**src/rtl/silife_grid_pkg.sv**
```systemverilog
// Shared types and sizes for the SiLife grid control path.
package silife_grid_pkg;

  localparam int unsigned ROW_W     = 5;
  localparam int unsigned CELL_W    = 8;
  localparam int unsigned GRID_ROWS = 32;

  typedef enum logic [1:0] {
    IDLE  = 2'd0,
    WRITE = 2'd1,
    STEP  = 2'd2
  } grid_state_e;

endpackage

```
**src/rtl/silife_rr_pick.sv**
```systemverilog
// Combinational round-robin selector: first asserted request searching upward
// from last_i+1, wrapping modulo N_REQ.
module silife_rr_pick #(
  parameter int unsigned  N_REQ = 2,
  localparam int unsigned OWN_W = (N_REQ > 1) ? $clog2(N_REQ) : 1
) (
  input  logic [N_REQ-1:0] req_i,
  input  logic [OWN_W-1:0] last_i,
  output logic [OWN_W-1:0] owner_o,
  output logic             any_o
);

  always_comb begin
    owner_o = '0;
    any_o   = 1'b0;
    for (int unsigned k = 1; k <= N_REQ; k++) begin
      int unsigned      idx;
      logic [OWN_W-1:0] idx_w;
      idx   = (32'(last_i) + k) % N_REQ;
      idx_w = OWN_W'(idx);
      if (!any_o && req_i[idx_w]) begin
        any_o   = 1'b1;
        owner_o = idx_w;
      end
    end
  end

endmodule

```
**src/rtl/silife_grid_ctrl.sv**
```systemverilog
// Row-write arbiter and generation-step scheduler for the SiLife cell grid.
// Optional counters enabled by defining SILIFE_GRID_CTRL_STATS_EN.
module silife_grid_ctrl
  import silife_grid_pkg::*;
#(
  parameter int unsigned N_REQ       = 2,
  parameter int unsigned STEP_PERIOD = 4000000,
  parameter int unsigned MAX_BURST   = 32
) (
  input  logic                     clk,
  input  logic                     rst,
  input  logic                     en_i,
  input  logic                     run_i,
  input  logic                     single_step_i,
  input  logic [N_REQ-1:0]         req_i,
  input  logic [ROW_W*N_REQ-1:0]   req_row_i,
  input  logic [CELL_W*N_REQ-1:0]  req_cells_i,
  output logic [N_REQ-1:0]         grant_o,
  output logic [ROW_W-1:0]         grid_row_select_o,
  output logic [CELL_W-1:0]        grid_cells_o,
  output logic                     grid_wr_en_o,
  output logic                     grid_step_o,
`ifdef SILIFE_GRID_CTRL_STATS_EN
  output logic [15:0]              gen_count_o,
  output logic [7:0]               step_merged_o,
`endif
  output logic                     busy_o
);

  localparam int unsigned OWN_W   = (N_REQ > 1) ? $clog2(N_REQ) : 1;
  localparam int unsigned CNT_W   = $clog2(STEP_PERIOD);
  localparam int unsigned BURST_W = $clog2(MAX_BURST + 1);

  grid_state_e         state_q, state_d;
  logic [N_REQ-1:0]    grant_q, grant_d;
  logic [OWN_W-1:0]    owner_q, owner_d;
  logic [OWN_W-1:0]    last_q, last_d;
  logic [BURST_W-1:0]  burst_q, burst_d;
  logic [CNT_W-1:0]    cnt_q, cnt_d;
  logic                pend_q, pend_d;
  logic [ROW_W-1:0]    row_q, row_d;
  logic [CELL_W-1:0]   cells_q, cells_d;
  logic                wr_q, wr_d;
  logic                step_q, step_d;
  logic                busy_q, busy_d;

  logic [ROW_W-1:0]    rows  [N_REQ];
  logic [CELL_W-1:0]   cells [N_REQ];
  logic [OWN_W-1:0]    pick_owner;
  logic                pick_any;
  logic                wrap, step_req, consume, accept;
  logic [BURST_W-1:0]  burst_inc;

  for (genvar g = 0; g < N_REQ; g++) begin : g_unpack
    assign rows[g]  = req_row_i[g*ROW_W +: ROW_W];
    assign cells[g] = req_cells_i[g*CELL_W +: CELL_W];
  end

  silife_rr_pick #(.N_REQ(N_REQ)) u_pick (
    .req_i   (req_i),
    .last_i  (last_q),
    .owner_o (pick_owner),
    .any_o   (pick_any)
  );

  // Period counter and step-pending flag; a request arriving on the consuming edge starts a new step.
  always_comb begin
    wrap     = en_i & run_i & (cnt_q == CNT_W'(STEP_PERIOD - 1));
    cnt_d    = cnt_q;
    if (en_i & run_i) cnt_d = wrap ? '0 : cnt_q + CNT_W'(1);
    step_req = wrap | (single_step_i & en_i);
    consume  = (state_q == IDLE) & en_i & pend_q;
    pend_d   = (pend_q & ~consume) | step_req;
  end

  assign accept    = (state_q == WRITE) & grant_q[owner_q] & req_i[owner_q] & en_i;
  assign burst_inc = burst_q + BURST_W'(1);

  // Next-state and next-output logic for the IDLE/WRITE/STEP sequencer.
  always_comb begin
    state_d = state_q;
    grant_d = grant_q;
    owner_d = owner_q;
    last_d  = last_q;
    burst_d = burst_q;
    row_d   = row_q;
    cells_d = cells_q;
    wr_d    = 1'b0;
    step_d  = 1'b0;
    unique case (state_q)
      IDLE: begin
        if (en_i) begin
          if (pend_q) begin
            state_d = STEP;
            step_d  = 1'b1;
          end else if (pick_any) begin
            state_d = WRITE;
            owner_d = pick_owner;
            grant_d = N_REQ'(1) << pick_owner;
            burst_d = '0;
          end
        end
      end
      WRITE: begin
        if (accept) begin
          wr_d    = 1'b1;
          row_d   = rows[owner_q];
          cells_d = cells[owner_q];
          burst_d = burst_inc;
        end
        if (!en_i || !req_i[owner_q] ||
            (accept && (burst_inc == BURST_W'(MAX_BURST)))) begin
          state_d = IDLE;
          grant_d = '0;
          last_d  = owner_q;
        end
      end
      STEP:    state_d = IDLE;
      default: state_d = IDLE;
    endcase
    busy_d = (state_d != IDLE) | pend_d;
  end

  always_ff @(posedge clk or posedge rst) begin
    if (rst) begin
      state_q <= IDLE;
      grant_q <= '0;
      owner_q <= '0;
      last_q  <= OWN_W'(N_REQ - 1);
      burst_q <= '0;
      cnt_q   <= '0;
      pend_q  <= 1'b0;
      row_q   <= '0;
      cells_q <= '0;
      wr_q    <= 1'b0;
      step_q  <= 1'b0;
      busy_q  <= 1'b0;
    end else begin
      state_q <= state_d;
      grant_q <= grant_d;
      owner_q <= owner_d;
      last_q  <= last_d;
      burst_q <= burst_d;
      cnt_q   <= cnt_d;
      pend_q  <= pend_d;
      row_q   <= row_d;
      cells_q <= cells_d;
      wr_q    <= wr_d;
      step_q  <= step_d;
      busy_q  <= busy_d;
    end
  end

  assign grant_o           = grant_q;
  assign grid_row_select_o = row_q;
  assign grid_cells_o      = cells_q;
  assign grid_wr_en_o      = wr_q;
  assign grid_step_o       = step_q;
  assign busy_o            = busy_q;

`ifdef SILIFE_GRID_CTRL_STATS_EN
  logic [15:0] gen_q;
  logic [7:0]  merged_q;
  logic        merged_c;

  assign merged_c = step_req & pend_q & ~consume;

  // Generation counter wraps; merge counter saturates.
  always_ff @(posedge clk or posedge rst) begin
    if (rst) begin
      gen_q    <= '0;
      merged_q <= '0;
    end else begin
      if (step_d) gen_q <= gen_q + 16'd1;
      if (merged_c && (merged_q != 8'hFF)) merged_q <= merged_q + 8'd1;
    end
  end

  assign gen_count_o   = gen_q;
  assign step_merged_o = merged_q;
`endif

endmodule

```
**config.mk**
```make
export PLATFORM = sky130hd
export DESIGN_NAME = silife_grid_ctrl
export DESIGN_NICKNAME = d
export VERILOG_FILES = /design/src/rtl/silife_grid_pkg.sv /design/src/rtl/silife_rr_pick.sv /design/src/rtl/silife_grid_ctrl.sv
export SDC_FILE = /design/constraint.sdc
export NUM_CORES = 1
export LEC_CHECK = 0
export CORE_MARGIN = 2
export CORE_UTILIZATION = 26
export DETAILED_ROUTE_END_ITERATION = 12
export PLACE_DENSITY = 0.55
export SYNTH_ARGS = -nofsm -noshare
export SYNTH_HDL_FRONTEND = slang
export SYNTH_SLANG_ARGS = --single-unit
```
**constraint.sdc**
```tcl
create_clock -name clk -period 4.35 [get_ports clk]
set_input_delay 0.87 -clock clk [delete_from_list [all_inputs] [get_ports clk]]
set_output_delay 0.87 -clock clk [all_outputs]
set_load 0.03 [all_outputs]
```
== After elaboration in Yosys (flattened, before gate mapping) ==
Index checks and enable logic that the tools add are counted.

* Register bits: 51
* Bits of input ports: 33
* Output and inout bits: 18
* Logic and storage cells: 98

* Add/sub/neg operators: 4
* $lt $le $gt $ge: 4
* Equality and inequality tests: 8
* Shift operators: 1
* Muxes and demuxes: 39
* Bitwise logic cells: 15
* Reduce and logical (&&, ||, !) cells: 15

{| class="wikitable"
|+ Operator list
! operator !! number
|-
| $mux W6 || 4
|-
| $mux W8 || 3
|-
| $add A22 B1 Y22 const B || 1
|-
| $eq A22 B22 Y1 const B || 1
|-
| $mux W22 || 1
|-
| $mux W1 || 17
|-
| $mux W2 || 8
|-
| $mux W5 || 3
|-
| $pmux W6 S2 || 1
|-
| $reduce_and A5 Y1 || 2
|-
| $and A1 B1 Y1 || 9
|-
| $ne A2 B2 Y1 const B || 4
|-
| $pmux W2 S2 || 2
|-
| $add A6 B1 Y6 const B || 1
|-
| $eq A6 B6 Y1 const B || 1
|-
| $lt A1 B2 Y1 const B || 3
|-
| $reduce_and A2 Y1 || 2
|-
| $reduce_and A4 Y1 || 1
|-
| $reduce_bool A2 Y1 || 2
|-
| $logic_not A1 Y1 || 3
|-
| $or A1 B1 Y1 || 3
|-
| $add A1 B1 Y1 const B || 2
|-
| $eq A2 B1 Y1 const B || 1
|-
| $ge A2 B2 Y1 const B || 1
|-
| 7 further kinds || 10
|}

== Longest topological paths before layout ==
Gate-level depths: netlist of run 1.

* Depth in word-level cells: 13
* Mapped depth: 7
* Gate-level depth less buffers: 6

== Cells and area by module ==
From an unflattened synthesis of run 1, not the netlist that was laid out.

* Cell total of the unflattened synthesis: 240
* Area total of the unflattened synthesis: 2492.4 um^2

{| class="wikitable"
|+ By module, submodules not included
! module !! times used !! cells each !! area each (um^2) !! seq. area each (um^2)
|-
| silife_grid_ctrl || 1 || 238 || 2478.6 || 1277.5
|-
| silife_rr_pick || 1 || 2 || 13.8 || 0.0
|}

== Least setup slack after synthesis of run 1 ==
Ideal clock, no wire load.

* Kind: input to register
* From: input run_i
* To: register cnt_q[18]
* Setup time: 0.125 ns
* Data arrival time: 2.022 ns
* Required time: 4.225 ns
* Slack: 2.204 ns
* Stages on the path: 6
* Path buffers: 1
* Cell sequence: nand4_1 > or4_1 > buf_2 > nor2_2 > nor2_1 > mux2_2

* Longest elaborated chain between the ends: 3

{| class="wikitable"
|+ RTL lines
! element !! line !! source
|-
| start: declaration || silife_grid_ctrl.sv:13 || <nowiki>input logic run_i,</nowiki>
|-
| $and A1 B1 Y1 * || silife_grid_ctrl.sv:68, silife_grid_ctrl.sv:70 ||
|-
| $and A1 B1 Y1 || silife_grid_ctrl.sv:68 || <nowiki>wrap = en_i & run_i & (cnt_q == CNT_W'(STEP_PERIOD - 1));</nowiki>
|-
| $mux W22 || silife_grid_ctrl.sv:70 || <nowiki>if (en_i & run_i) cnt_d = wrap ? '0 : cnt_q + CNT_W'(1);</nowiki>
|-
| end signal: assignment || silife_grid_ctrl.sv:144 || <nowiki>cnt_q <= cnt_d;</nowiki>
|-
| end: declaration || silife_grid_ctrl.sv:39 || <nowiki>logic [CNT_W-1:0] cnt_q, cnt_d;</nowiki>
|}

Every way passes the cells marked *; elsewhere a longest branch is shown, timed or not.
A chain may end at the register's enable or synchronous reset.

== Worst setup path after layout of run 1 ==
* From: input en_i
* To: register busy_q (netlist: busy_o)

* Longest elaborated chain between the ends: 7
* Elaborated cells between the ends (all ways): 19
* Those cells by class: 3 x mux; 11 x bitwise; 5 x reduce/logical

{| class="wikitable"
|+ RTL lines
! element !! line !! source
|-
| start: declaration || silife_grid_ctrl.sv:12 || <nowiki>input logic en_i,</nowiki>
|-
| $and A1 B1 Y1 or $logic_not A1 Y1 (tied branches) || silife_grid_ctrl.sv:76, silife_grid_ctrl.sv:111 ||
|-
| $logic_and A1 B1 Y1 or $logic_or A1 B1 Y1 (tied branches) || silife_grid_ctrl.sv:112, silife_grid_ctrl.sv:111 ||
|-
| $logic_or A1 B1 Y1 || silife_grid_ctrl.sv:111 || <nowiki>if (!en_i || !req_i[owner_q] ||</nowiki>
|-
| $mux W2 || silife_grid_ctrl.sv:111 ||
|-
| $pmux W2 S2 || silife_grid_ctrl.sv:90 || <nowiki>unique case (state_q)</nowiki>
|-
| $reduce_bool A2 Y1 || silife_grid_ctrl.sv:121 || <nowiki>busy_d = (state_d != IDLE) | pend_d;</nowiki>
|-
| $or A1 B1 Y1 * || silife_grid_ctrl.sv:121 ||
|-
| named net busy_d || silife_grid_ctrl.sv:45 || <nowiki>logic busy_q, busy_d;</nowiki>
|-
| end signal: assignment || silife_grid_ctrl.sv:150 || <nowiki>busy_q <= busy_d;</nowiki>
|-
| end: declaration || silife_grid_ctrl.sv:45 ||
|}

The timed path passes the listed nets; every way through them passes the cells marked *.

==> flow_summary.json, run 1 <==
{
  "syn_area_sq_um": 2507,
  "fin_crit_ns": 2.887,
  "dieArea_sq_um": 10450,
  "place.gp.congestion": 0.7332,
  "drc": 0,
  "core_area_sq_um": 9284,
  "cts-root-buf": "clkbuf_8",
  "io_pins": 51,
  "outcome": "finished clean",
  "p_int_mw": 0.9896,
  "layout.nets": 335,
  "cts_resized": 0,
  "clockPowerShare_pct": 18.5,
  "sequentialPowerShare_pct": 45.7,
  "cts_setup_buffers": 0,
  "path_max_fanout": 16,
  "dieHeight_microns": 102.2,
  "syn_avg_cell_area_sq_um": 10.15,
  "synth-compound-area-share_pct": 9.082,
  "rows": 35,
  "drt_first_iter_violations": 91,
  "max_freq_mhz": 346.3,
  "worst_slew_pin_slew_ns": 1.035,
  "dpl.hpwl_mm": 3.827,
  "antenna_left": 0,
  "vdd_drop_max_mv": 0.1538,
  "routedWlPerCell_microns": 11.86,
  "synth-xor-area-share_pct": 7.335,
  "synth_seq_area_share_pct": 50.95,
  "p_leak_nw": 1.401,
  "worst_path_most_repeated_cell": "buf_4",
  "path_clk_slew_ns": 0.10,
  "synth_top_family_by_area": "simple AND/OR/NAND/NOR gates",
  "tns_ns": 0,
  "syn2layout_area_growth_pct": 29.89,
  "track_usage_pct": 10.59,
  "min_path_type": "reg -> reg",
  "synthCells": 247,
  "dr.pass1.iters": 4,
  "die-width_microns": 102.2,
  "grt_pass1_vias": 1883,
  "overflow": 0,
  "cp.required_ns": 4.57,
  "cap_violations": 0,
  "antenna_found_initial": 0,
  "cp-startpoint": "en_i",
  "ys_seq_elements": 51,
  "p_sw_mw": 0.5794,
  "cp-end-kind": "flip-flop",
  "worstSetupStartpointType": "input port",
  "routed_via_density": 4.469,
  "diodes": 0,
  "rsz0062_at_grt": "no",
  "finalWirelength_mm": 5.087,
  "synth.distinct_cells": 48,
  "synth-simple-area-share_pct": 20.86,
  "clockBufferDepth": 2,
  "slowest_delay_ns": 0.74,
  "cts_max_level": 2,
  "finalClockSkew_ns": 0.007506,
  "final_cell_mix": "50 x dfrtp_1, 50 x clkdlybuf4s50_1, 33 x nand2_1",
  "syn-num-nets": 283,
  "cp.arrival_ns": 3.11,
  "yosysWarningCount": 0,
  "drive_above_1_share_pct": 8.000,
  "clock_latency_ns": 0.30,
  "port_buffers": 50,
  "slew_violations": 0,
  "crit_slowest_cell": "nor4_2",
  "start_util_pct": 27.01,
  "grt_max_degree": 52,
  "period_share_pct": 66.37,
  "finalHoldViolations": 0,
  "synthMuxAreaShare_pct": 8.333,
  "cts_tree": "done",
  "synth_fa_ha_area_share_pct": 1.497,
  "cts_buffers": 5,
  "nFillCells": 969,
  "worst-setup-path-type": "in -> reg",
  "relSlewSlack_pct": 30.92,
  "dr_total_vias": 1917,
  "cts_sinks": 51,
  "grt_pass1_wl_mm": 8.887,
  "finalPower_mw": 1.569,
  "setup_viol": 0,
  "rrSetupSlack_ns": 1.95,
  "swShare_pct": 36.93,
  "path_cells": "clkdlybuf4s50_1 -> buf_4 -> and4_1 -> nand2_1 -> nor4_2 -> buf_4 -> a21oi_1 -> o211ai_1",
  "r2r-start": "owner_q",
  "powerDensity_nw_per_um2": 481.7,
  "worst_hold_startpoint": "grid_cells_o[6]",
  "cts_hold_buf": 0,
  "combinationalPowerShare_pct": 35.8
}
-- synthesized netlist by cell type (all sizes together) --
library cell,number,area share [%]
nand2,33,4.9
xnor2,13,4.5
or3,1,0.25
nor2,24,3.8
xor2,8,2.8
o21ai,22,4.4
a31oi,2,0.50
ha,3,1.5
mux2,4,1.9
nand4b,1,0.35
dfrtp,50,50
and2,1,0.25
nor4b,1,0.35
nand2b,1,0.25
a21boi,1,0.30
a21o,2,0.60
clkbuf,5,0.75
nand3,14,2.8
nor4,2,0.75
and4,2,0.70
a211oi,1,0.30
nor3,6,1.6
a2111oi,1,0.60
and3,5,1.2
nand4bb,1,0.45
a22o,1,0.35
inv,4,0.60
or4,1,0.30
buf,3,0.60
dfstp,1,1.0
o21a,1,0.30
o21ba,1,0.40
nand4,7,2.0
or2,1,0.25
mux2i,16,6.4
nor2b,1,0.25
nand3b,1,0.30
a21oi,2,0.40
o211ai,1,0.30
o21bai,1,0.30
a2bb2oi,1,0.35
-- per-stage QoR --
step | setup WS, ns | hold slack, ns | cells | utilization [%] | cell area (sq um)
detailed placement | 1.120 | 0.4715 | 421 | 34.02 | 3158
global route | 1.295 | 0.5223 | 429 | 35.08 | 3257
CTS | 1.460 | 0.4952 | 429 | 35.08 | 3257
finish | 1.463 | 0.4878 | 429 | 35.08 | 3257
floorplan | 2.204 | 0.4604 | 247 | - | 2507
global placement | 1.194 | 0.4630 | 421 | 34.02 | 3158
-- kinds of logic (layout without fill, tap and decap cells) --
kind of cell	count (synthesis)	in the layout
buffers and inverters	12	65
adders and majority gates	3	3
and+or+nand+nor	103	103
DFF	51	51
xor gates and xnor gates	21	21
AOI/OAI and AO/OA	37	37
muxes	20	20
-- layer usage --
layer / global-route usage, % / share of wire [%] / vias to the layer above
met1: 15.25 / 50 / 899
met4: 3.385 / 1.4 / 0
met3: 2.052 / 4.8 / 6
li1: - / - / 969
met2: 16.09 / 44 / 43
met5: 0 / 0 / -
-- sequential cells by signal, indices dropped and copies added, names as in the netlist --
name and cells:
burst_q 6, busy_o 1, cnt_q 22, grant_o 2, grid_cells_o 8, grid_row_select_o 5
grid_step_o 1, grid_wr_en_o 1, last_q 1, owner_q 1, pend_q 1, state_q 2
-- cell type report --
cell class,count,area (sq um),share of cell area (%)
timing repair buffer,53,523.0,16.06
sequential,51,1277,39.22
tap,129,161.4,4.956
clock inverter,2,16.27,0.4994
inverter,4,15.01,0.4610
multi-input combinational,184,1181,36.27
clock buffer,6,82.58,2.536
-- power by group through the flow --
| stage | clock (mW) | sequential (mW) | combinational (mW) |
|---|---|---|---|
| finish | 0.290 | 0.717 | 0.562 |
| global route | 0.320 | 0.738 | 0.615 |
| CTS | 0.301 | 0.720 | 0.572 |
| detailed placement | 0 | 0.727 | 0.572 |
| global placement | 0 | 0.726 | 0.567 |
| floorplan | 0 | 0.809 | 0.246 |
-- final timing paths --
kind / to / cells past startpoint
setup / recovery: busy_o / 8
hold / removal: grid_cells_o[6] / 2
setup reg to reg: grid_cells_o[0] / 5
hold reg to reg: grid_cells_o[6] / 2
max in group asynchronous: state_q[0] / 2
min in group asynchronous: cnt_q[9] / 2
-- worst max-delay path, delay by kind of cell --
kind | cells | cell delay, ns
and+or+nand+nor | 3 | 1.17
AOI/OAI and AO/OA | 2 | 0.16
buffers and inverters | 3 | 0.89
Power figures use the tool's default switching activity.
==> run 2: changes to the inputs <==
--- a/config.mk
+++ b/config.mk
@@ -8,7 +8,7 @@
 export CORE_MARGIN = 2
 export CORE_UTILIZATION = 26
 export DETAILED_ROUTE_END_ITERATION = 12
-export PLACE_DENSITY = 0.55
+export PLACE_DENSITY = 0.57
 export SYNTH_ARGS = -nofsm -noshare
 export SYNTH_HDL_FRONTEND = slang
 export SYNTH_SLANG_ARGS = --single-unit
==> constraint.sdc (replaced) <==
create_clock -name clk -period 2.3 [get_ports clk]
set_input_delay 0.46 -clock clk [delete_from_list [all_inputs] [get_ports clk]]
set_output_delay 0.46 -clock clk [all_outputs]
set_load 0.03 [all_outputs]
==> flow_summary.json, run 2 (synthesis results as in run 1) <==
{
  "outcome": "finished clean",
  "dp_cells": 431,
  "powerDensity_nw_per_um2": 890.4,
  "track_usage_pct": 10.83,
  "cts_tree": "done",
  "cp.arrival_ns": 2.21,
  "dieHeight_microns": 102.2,
  "cts_sinks": 51,
  "largest-register": "cnt_q",
  "antenna_found_initial": 0,
  "fin_crit_ns": 1.999,
  "die-width_microns": 102.2,
  "finalPower_mw": 2.987,
  "crit_family": "simple AND/OR/NAND/NOR gates",
  "diodes": 0,
  "slowest_delay_ns": 0.65,
  "dr.pass1.iters": 6,
  "layout.nets": 345,
  "dr_total_vias": 1945,
  "cap_violations": 0,
  "path_cells": "clkdlybuf4s50_1 -> nand4_1 -> or4_1 -> nor2_2 -> nor2_1 -> mux2_2",
  "min_path_type": "in -> async",
  "worst_slew_pin_slew_ns": 0.4103,
  "routed_via_density": 4.431,
  "vdd_drop_max_mv": 0.3668,
  "routedWlPerCell_microns": 11.95,
  "clockBufferDepth": 2,
  "largest_reg_flops": 22,
  "fin_cells": 439,
  "rr_worst_depth": 6,
  "cp-end-kind": "flip-flop",
  "rsz0062_at_grt": "no",
  "grt_pass1_vias": 1952,
  "clock_latency_ns": 0.31,
  "p_leak_nw": 1.461,
  "cts-root-buf": "clkbuf_8",
  "max_freq_mhz": 500.2,
  "syn2layout_area_growth_pct": 33.78,
  "grt_max_degree": 42,
  "drt_first_iter_violations": 77,
  "final_cell_mix": "50 x dfrtp_1, 50 x clkdlybuf4s50_1, 33 x nand2_1",
  "io_pins": 51,
  "antenna_left": 0,
  "busiest_layer": "met2",
  "crit_slowest_cell": "or4_1",
  "path_max_fanout": 4,
  "cts_max_level": 2,
  "worstSetupStartpointType": "input port",
  "overflow": 0,
  "r2r_end": "cnt_q[18]",
  "core_area_sq_um": 9284,
  "finalHoldViolations": 0,
  "nFillCells": 968,
  "met3_usage_pct": 3.625,
  "cts_setup_buffers": 0,
  "rows": 35,
  "dpl.hpwl_mm": 3.914,
  "path_clk_slew_ns": 0.11,
  "period_share_pct": 86.92,
  "worst-setup-path-type": "in -> reg",
  "drive_above_1_share_pct": 10.97,
  "finalClockSkew_ns": 0.01169,
  "met1_usage_pct": 14.39,
  "dieArea_sq_um": 10450,
  "cp.required_ns": 2.51,
  "place.gp.congestion": 0.8013,
  "cp.buffers_inverters": 1,
  "grt_pass1_wl_mm": 9.004,
  "relSlewSlack_pct": 72.48,
  "slew_violations": 0,
  "cts_resized": 0,
  "start_util_pct": 27.01,
  "cts_hold_buf": 0,
  "drc": 0,
  "rrSetupSlack_ns": 0.34,
  "met2_usage_pct": 16.75,
  "r2r-start": "cnt_q[0]",
  "port_buffers": 50,
  "finalWirelength_mm": 5.244,
  "setup_viol": 0,
  "cts_buffers": 5
}
run 2: cell types whose count changed in the layout (fill, tap and decap cells not counted), sizes merged:
cell    delta
clkbuf     -1
buf       +10
inv        +1
run 2: worst reg2reg max path: stages, from the launching register on:
cell and delay (ns):
dfrtp_1 0.48, ha_1 0.21, inv_1 0.05, or4_1 0.65, nor2_2 0.16, nor2_1 0.05, mux2_2 0.27
run 2: cell type report:
class | instances | area (sq um) | area share [%]
timing repair buffer | 63 | 623.1 | 18.58
multi-input combinational | 184 | 1181 | 35.21
tap | 129 | 161.4 | 4.812
clock buffer | 5 | 68.82 | 2.051
sequential | 51 | 1277 | 38.08
inverter | 4 | 15.01 | 0.4476
clock inverter | 3 | 27.53 | 0.8206
run 2: routing by layer:
layer | wire [microns] | share of wire (%)
met1 | 2562 | 49
met2 | 2320 | 44
met3 | 305 | 5.8
met4 | 56 | 1.1
met5 | 0 | 0
run 2: worst max path at each step:
stage / depth (start not counted) / end / startpoint / slack (ns)
after global routing: 6 / cnt_q[18] / cnt_q[0] / 0.22
after detailed placement: 6 / cnt_q[18] / run_i / -0.03
after global placement: 6 / cnt_q[18] / run_i / -0.01
final: 6 / cnt_q[18] / run_i / 0.30
after CTS: 6 / cnt_q[18] / run_i / 0.31
after floorplan: 7 / cnt_q[18] / cnt_q[0] / 0.43
run 2: stage by stage:
stage / hold WS (ns) / utilization (%) / area, sq um / setup TNS [ns] / worst slack, ns
finish: 0.3906 / 36.13 / 3354 / 0 / 0.3008
detailed placement: 0.4702 / 35.09 / 3258 / -0.03039 / -0.03039
floorplan: 0.4604 / - / 2507 / 0 / 0.4307
global route: 0.3935 / 36.13 / 3354 / 0 / 0.2156
global placement: 0.4612 / 35.09 / 3258 / -0.01207 / -0.01207
CTS: 0.3916 / 36.13 / 3354 / 0 / 0.3065
run 2: power by group:
group,switching [mW],internal [mW]
Clock,0.326,0.224
Combinational,0.609,0.534
Sequential,0.180,1.11
==> run 3: changes to the inputs <==
--- a/config.mk
+++ b/config.mk
@@ -9,6 +9,7 @@
 export CORE_UTILIZATION = 26
 export DETAILED_ROUTE_END_ITERATION = 12
 export PLACE_DENSITY = 0.57
+export SKIP_CTS_REPAIR_TIMING = 1
 export SYNTH_ARGS = -nofsm -noshare
 export SYNTH_HDL_FRONTEND = slang
 export SYNTH_SLANG_ARGS = --single-unit
==> constraint.sdc (replaced) <==
create_clock -name clk -period 2.3 [get_ports clk]
set_input_delay 0.46 -clock clk [delete_from_list [all_inputs] [get_ports clk]]
set_output_delay 0.46 -clock clk [all_outputs]
set_load 0.005 [all_outputs]
==> results of run 3 <==
The final DEF is identical to that of run 2. Status: finished clean.
Among the figures that moved: total power 2.987 mW -> 2.734 mW; worst IR drop on VDD 0.3668 mV -> 0.2885 mV
